--- src/rtl/ex_reg.sv ---
// ex_reg: EX/MEM pipeline register with exception/overflow tagging and a saturating overflow counter.
module ex_reg #(
    parameter logic [2:0] EXP_OVERFLOW = 3'h3,
    parameter int         OFCNT_W      = 16
) (
    input  logic               clk,
    input  logic               reset,
    input  logic               stall,
    input  logic               flush,
    input  logic               int_detect,
    input  logic [29:0]        id_pc,
    input  logic               id_en,
    input  logic               id_br_flag,
    input  logic [1:0]         id_mem_op,
    input  logic [31:0]        id_mem_wr_data,
    input  logic [1:0]         id_ctrl_op,
    input  logic [4:0]         id_dst_addr,
    input  logic               id_gpr_we_,
    input  logic [2:0]         id_exp_code,
    input  logic [31:0]        alu_out,
    input  logic               alu_of,
    output logic [29:0]        ex_pc,
    output logic               ex_en,
    output logic               ex_br_flag,
    output logic [1:0]         ex_mem_op,
    output logic [31:0]        ex_mem_wr_data,
    output logic [1:0]         ex_ctrl_op,
    output logic [4:0]         ex_dst_addr,
    output logic               ex_gpr_we_,
    output logic [2:0]         ex_exp_code,
    output logic [31:0]        ex_out,
    output logic [OFCNT_W-1:0] of_count
);
    logic [29:0]        r_pc;
    logic               r_en;
    logic               r_br_flag;
    logic [1:0]         r_mem_op;
    logic [31:0]        r_mem_wr_data;
    logic [1:0]         r_ctrl_op;
    logic [4:0]         r_dst_addr;
    logic               r_gpr_we_;
    logic [2:0]         r_exp_code;
    logic [31:0]        r_out;
    logic [OFCNT_W-1:0] r_of_count;
    logic               w_bubble;
    logic               w_exc;
    logic               w_of;
    logic               w_kill;
    always_comb begin
        w_bubble = flush | int_detect | ~id_en;
        w_exc    = id_exp_code != 3'd0;
        w_of     = ~w_exc & alu_of;
        w_kill   = w_bubble | w_exc | w_of;
    end
    always_ff @(posedge clk) begin
        if (reset) begin
            r_pc          <= '0;
            r_en          <= 1'b0;
            r_br_flag     <= 1'b0;
            r_mem_op      <= '0;
            r_mem_wr_data <= '0;
            r_ctrl_op     <= '0;
            r_dst_addr    <= '0;
            r_gpr_we_     <= 1'b1;
            r_exp_code    <= '0;
            r_out         <= '0;
            r_of_count    <= '0;
        end else if (!stall) begin
            r_pc          <= w_bubble ? '0 : id_pc;
            r_en          <= ~w_bubble;
            r_br_flag     <= ~w_bubble & id_br_flag;
            r_mem_op      <= w_kill ? 2'd0 : id_mem_op;
            r_mem_wr_data <= w_bubble ? '0 : id_mem_wr_data;
            r_ctrl_op     <= (w_bubble | w_of) ? 2'd0 : id_ctrl_op;
            r_dst_addr    <= w_bubble ? '0 : id_dst_addr;
            r_gpr_we_     <= w_kill | id_gpr_we_;
            r_exp_code    <= w_bubble ? 3'd0 : w_exc ? id_exp_code : w_of ? EXP_OVERFLOW : 3'd0;
            r_out         <= w_bubble ? '0 : alu_out;
            // counter sticks at all-ones instead of wrapping
            if (!w_bubble && w_of && !(&r_of_count))
                r_of_count <= r_of_count + {{(OFCNT_W-1){1'b0}}, 1'b1};
        end
    end
    assign ex_pc          = r_pc;
    assign ex_en          = r_en;
    assign ex_br_flag     = r_br_flag;
    assign ex_mem_op      = r_mem_op;
    assign ex_mem_wr_data = r_mem_wr_data;
    assign ex_ctrl_op     = r_ctrl_op;
    assign ex_dst_addr    = r_dst_addr;
    assign ex_gpr_we_     = r_gpr_we_;
    assign ex_exp_code    = r_exp_code;
    assign ex_out         = r_out;
    assign of_count       = r_of_count;
endmodule

--- config.mk ---
export PLATFORM = sky130hd
export DESIGN_NAME = ex_reg
export DESIGN_NICKNAME = d
export VERILOG_FILES = /design/src/rtl/ex_reg.sv
export SDC_FILE = /design/constraint.sdc
export NUM_CORES = 1
export LEC_CHECK = 0
export BUFFER_PORTS_ARGS = -buffer_cell sky130_fd_sc_hd__buf_4
export CAP_MARGIN = 30
export CORE_ASPECT_RATIO = 0.7
export CORE_MARGIN = 3
export CORE_UTILIZATION = 44
export CTS_BUF_LIST = sky130_fd_sc_hd__clkbuf_8
export DETAILED_ROUTE_END_ITERATION = 7
export PLACE_DENSITY = 0.76
export SETUP_SLACK_MARGIN = 0.02
export SYNTH_ARGS = -nofsm -noshare
export SYNTH_HDL_FRONTEND = slang
export SYNTH_SLANG_ARGS = --single-unit
export TNS_END_PERCENT = 10
--- constraint.sdc ---
create_clock -name clk -period 3.92 [get_ports clk]
set_input_delay 0.392 -clock clk [delete_from_list [all_inputs] [get_ports clk]]
set_output_delay 0.392 -clock clk [all_outputs]
set_load 0.05 [all_outputs]
## Yosys cells after proc, flatten, opt, wreduce, memory -nomap -nowiden

Cells that the tools add are included.

| cells by class | value |
|---|---|
| $add $sub $neg | 1 |
| $mul | 0 |
| divide/modulo/power cells | 0 |
| order comparisons | 0 |
| equality and inequality tests | 0 |
| shift operators | 0 |
| muxes and demuxes | 9 |
| bitwise operators | 12 |
| reductions and logical operators | 7 |

Operators by type and width:

| cell | count |
|---|---|
| $mux W32 | 2 |
| $mux W30 | 1 |
| $add A16 B1 Y16 const B | 1 |
| $reduce_and A16 Y1 | 1 |
| $mux W2 | 3 |
| $mux W3 | 2 |
| $or A1 B1 Y1 | 6 |
| $mux W5 | 1 |
| $not A1 Y1 | 4 |
| $reduce_bool A3 Y1 | 1 |
| $and A1 B1 Y1 | 2 |
| $logic_and A1 B1 Y1 | 2 |
| $logic_not A1 Y1 | 2 |
| $reduce_and A2 Y1 | 1 |

| storage, ports and cells | value |
|---|---|
| register bits | 125 |
| bits in latches | 0 |
| memory bits (writable) | 0 |
| ROM bits | 0 |
| input bits | 115 |
| output and inout port bits | 125 |
| memories kept | 0 |

## Depth between registers and ports, before layout

| logic depth | value |
|---|---|
| depth after elaboration | 6 |
| depth in mapped cells | 6 |

## Least setup slack after synthesis

Ideal clock, no wire load.

| timing path | value |
|---|---|
| path type | register -> register |
| from | register r_of_count[1] (netlist: of_count[1]) |
| to | register r_of_count[5] (netlist: of_count[5]) |
| setup time | 0.123 ns |
| arrival time | 2.061 ns |
| required time | 3.797 ns |
| path slack | 1.736 ns |
| cell stages (with the launch flop) | 7 |
| path buffers | 1 |
| clock period less this slack | 2.184 ns |
| cell sequence | dfxtp_1 ha_1 nand4_1 nor4_2 buf_2 nor4_1 mux2_1 |

| between the ends | value |
|---|---|
| longest elaborated chain between the ends | 4 |
| elaborated cells on any way between the ends | 5 |
| classes of those cells | 1 x add/sub; 4 x reduce/logical |

Ends and longest elaborated chain:

| item | RTL line | text |
|---|---|---|
| start, declared | 44 | `logic [OFCNT_W-1:0] r_of_count;` |
| start signal, assigned | 81 | `r_of_count <= r_of_count + {{(OFCNT_W-1){1'b0}}, 1'b1};` |
| parallel branches: the longest is 4 deep, another holds $add A16 B1 Y16 | -- |  |

Parallel ways; which one is timed is not known.
A chain may end at the register's enable or synchronous reset.

## Worst setup path in the final report

| timing path | value |
|---|---|
| from | register r_of_count[0] (netlist: of_count[0]) |
| to | register r_of_count[5] (netlist: of_count[5]) |

Same word-level chain as after synthesis.

==> impl_summary.txt <==
----------------------------------------------------
[Yosys]
  Leading post-synthesis cells by instance count ... sky130_fd_sc_hd__dfxtp_1, sky130_fd_sc_hd__a21oi_1, sky130_fd_sc_hd__nand2_1
  Count of state elements after synthesis ... 125
  Avg Cell Area, Syn ... 8.59 µm²
  Top cells by area, synth ... sky130_fd_sc_hd__dfxtp_1, sky130_fd_sc_hd__nand3b_1, sky130_fd_sc_hd__a21oi_1, sky130_fd_sc_hd__nand2_1, sky130_fd_sc_hd__clkbuf_1
  Top-area cell type share of the netlist area ... 49.3%
  Cell with the most instances after synthesis ... sky130_fd_sc_hd__dfxtp_1
  EDFF count, synth ... 0
  Library cell with the largest summed area after synthesis ... sky130_fd_sc_hd__dfxtp_1
  Synthesis Warnings ... 0
  Synthesized area ... 0.00508 mm²
  Sequential cell area fraction in the yosys report ... 49.3%
  Number of nets in the synthesized netlist ... 707
  Number of distinct standard cells referenced by the synthesized netlist ... 36
  Proportion of synthesized flip-flops having asynchronous set or reset ... 0%
  Instance count of the mapped netlist ... between 500 and 600
  Synth Flop Type ... sky130_fd_sc_hd__dfxtp_1

[Setup path]
  Setup slack, reg-to-reg ... approximately 1.6 ns
  Critical Path Start ... of_count[0]$_SDFFE_PP0P_
  Setup Crit Path Kind ... flop to flop
  Endpoint arrival time on the critical path ... around 2.7 ns
  Endpoint required time on the critical path ... 4.22 ns
  Worst R2R Path Depth ... 5
  Chain of cells forming the critical path ... ha_1, nand4_1, nor4_2, nor4_1, mux2_1
  Capturing point of the worst reg2reg path ... of_count[5]$_SDFFE_PP0P_
  Maximum cell stage delay along the critical path ... 0.92 ns
  Slowest cell on the critical path ... sky130_fd_sc_hd__nor4_2
  CP startpoint kind ... flop
  Timing endpoint of the critical path ... of_count[5]$_SDFFE_PP0P_
  Crit path max fanout ... 14
  Critical R2R Launch ... of_count[0]$_SDFFE_PP0P_
  Endpoint class of the critical path ... flop

[Clocking]
  Clock-pin transition on the worst setup and hold timing paths ... roughly 0.07 ns
  Post-CTS Hold Fix Bufs ... 0
  Clock tree from TritonCTS ... yes
  Number of levels in the clock H-tree ... 4
  CTS buffer count ... 17
  Max Buffers Root-to-Sink ... 2
  Post-CTS sizing ... 0
  Sink Count ... between 100 and 150
  Clock root buffer ... sky130_fd_sc_hd__clkbuf_8
  Clock latency at the later pin of the worst-skew pair ... between 0.4 and 0.5 ns
  Post-CTS Setup Repair Bufs ... 0

[Routing]
  DRT Wirelength ... 14,800 µm
  Post-DR wirelength/cell ... 15.3 µm
  Routed vias/inst ... 5.25
  Drt initial violations ... 322
  # DRC ... 0
  Total number of vias ... 5,073
  Number of detailed-route iterations in the first pass ... 5
  Post-DRT Antenna Nets ... 0

[STA]
  Slew Limit Fails ... 0
  Share of the clock period used by the worst path after layout ... 60.2%
  Worst Max-Slew Pin Slew ... 1.02 ns
  Final Worst Setup Slack ... 1.56 ns
  Sum Neg Setup Slack ... 0 ns
  Hold slack final ... 0.219 ns
  FMAX ... 424 MHz
  Clock period minus worst slack ... 2.36 ns
  Max-Slew Margin vs Limit ... 31.3%
  Final count of hold timing violations ... 0
  Max Clock Skew ... 0.0115 ns
  RSZ-0062 raised after global routing ... no
  Total setup violations reported at the end of the flow ... 0

[Global routing]
  Number of antenna violations at the first check in global routing ... 0
  Wire length of the first global-routing pass ... 22,600 µm
  Number of global-route vias before repair ... 4,739
  GRT Resource Usage Total ... 21.7%
  GRT Residual Overflow ... 0
  Pin count of the biggest net entering global routing ... 125

[Power]
  Power density of the placed cells ... 389 mW/mm²
  Switching power ... 0.000661 W
  Sw frac ... a little under a quarter
  Logic pwr share ... 9.8%
  Share of power burned in registers ... a little under half
  Clock share of power ... 44.9%
  Cell internal power dissipation ... 0.00220 W
  Max IR drop VDD ... 0.000304 V
  Static leakage ... 2.91 nW

[Finish]
  Area added between synthesis and finish ... 44.6%
  Fraction of final layout cells with drive strength greater than 1 ... 34.5%
  Total Nets Final ... 918
  Count of fill cells added during filler insertion ... 927
  Antenna fix cells ... 0

[Placement]
  Post-place setup slack ... roughly 1.5 ns
  Routability cong. ... 0.874
  Port Buffers ... between 200 and 250
  Estimated wirelength of the detail-placed design ... 10,300 µm

[Min path]
  Class of the tightest hold or removal check ... input port to flop

[Floorplan]
  Std-Cell Core Area ... 0.0111 mm²
  Number of rows in the core area ... 32
  Height of the chip ... about 96 µm
  Die Footprint ... 0.0129 mm²
  IO Pins ... 240
  Starting density of the core ... 45.6%
  X dimension of the die ... 134 µm

[Run status]
  Status ... finished, final reports clean

[Flow run]
  Number of max-capacitance violations reported ... 0

----------------------------------------------------
==> logic make-up after synthesis <==
kind of cell             after synthesis  synth area share, %
AO/OA/AOI/OAI                        136                 14.2
multiplexers                           2                0.419
flip-flops                           125                 49.3
adder cells (fa/ha/maj)                1                0.246
AND/OR/NAND/NOR                      273                 31.5
buffers and inverters                 54                 4.31
==> critical path: cells and delay by family, from the launching register on <==
family	cells	cell delay, ns
AND/OR/NAND/NOR	3	1.21
flip-flops	1	0.44
multiplexers	1	0.35
adder cells (fa/ha/maj)	1	0.25
==> state kept, by name, summed over array words and instances, names as in the netlist, 2 cells and up <==
signal,count
of_count,16
ex_out,32
ex_mem_wr_data,32
ex_dst_addr,5
ex_mem_op,2
ex_exp_code,3
ex_pc,30
ex_ctrl_op,2
==> cells in the final DEF (no fill, tap or decap), types with 4 or more instances in the layout <==
master,instances
sky130_fd_sc_hd__or3_1,5
sky130_fd_sc_hd__a21oi_1,118
sky130_fd_sc_hd__dfxtp_1,125
sky130_fd_sc_hd__or4_1,9
sky130_fd_sc_hd__o31ai_1,9
sky130_fd_sc_hd__inv_1,4
sky130_fd_sc_hd__buf_4,243
sky130_fd_sc_hd__bufinv_16,5
sky130_fd_sc_hd__nand2_1,112
sky130_fd_sc_hd__nand3_1,5
sky130_fd_sc_hd__nor2_1,10
sky130_fd_sc_hd__nand3b_1,103
sky130_fd_sc_hd__nand4_1,5
sky130_fd_sc_hd__and4_1,5
sky130_fd_sc_hd__clkbuf_8,19
==> worst min-delay path by stage <==
stage,startpoint,endpoint,slack (ns),depth (start not counted)
2_1_floorplan,id_mem_op[0],ex_mem_op[0]$_SDFFE_PP0N_,0.54,2
3_3_place_gp,ex_mem_wr_data[27]$_SDFFE_PP0N_,ex_mem_wr_data[27]$_SDFFE_PP0N_,0.44,2
3_5_place_dp,ex_mem_wr_data[27]$_SDFFE_PP0N_,ex_mem_wr_data[27]$_SDFFE_PP0N_,0.44,2
4_1_cts,id_mem_op[0],ex_mem_op[0]$_SDFFE_PP0N_,0.20,3
5_1_grt,id_mem_op[0],ex_mem_op[0]$_SDFFE_PP0N_,0.21,3
6_report,id_mem_op[0],ex_mem_op[0]$_SDFFE_PP0N_,0.22,3
==> layout make-up <==
cell class | instances | area [µm²] | share of cell area [%]
sequential | 125 | 2500 | 34.1
clock buffer | 19 | 262 | 3.56
multi-input combinational | 412 | 2360 | 32.2
tap | 153 | 191 | 2.61
timing repair buffer | 243 | 1820 | 24.8
clock inverter | 12 | 193 | 2.62
inverter | 3 | 11.3 | 0.153
==> through the flow <==
step	cells	utilization, %	total power, W	instance area, µm²
floorplan	591	-	0.00147	5080
global placement	936	61.9	0.00160	6890
detailed placement	936	61.9	0.00160	6890
CTS	967	66.0	0.00288	7350
global route	967	66.0	0.00296	7350
finish	967	66.0	0.00286	7350
==> per-layer routing <==
metal | vias up | track usage (%) | part of all wire (%)
met5 | - | 0 | 0
met4 | 0 | 7.37 | 1.9
met3 | 24 | 8.67 | 10
met2 | 214 | 35.6 | 48
met1 | 2344 | 26.3 | 40
li1 | 2491 | - | -
==> power by group through the flow <==
stage               Sequential (W)  Combinational (W)  Clock (W)
floorplan                  0.00138          0.0000939          0
global placement           0.00132           0.000277          0
detailed placement         0.00132           0.000282          0
CTS                        0.00129           0.000282    0.00131
global route               0.00130           0.000301    0.00136
finish                     0.00129           0.000281    0.00128
Power figures use the tool's default switching activity.
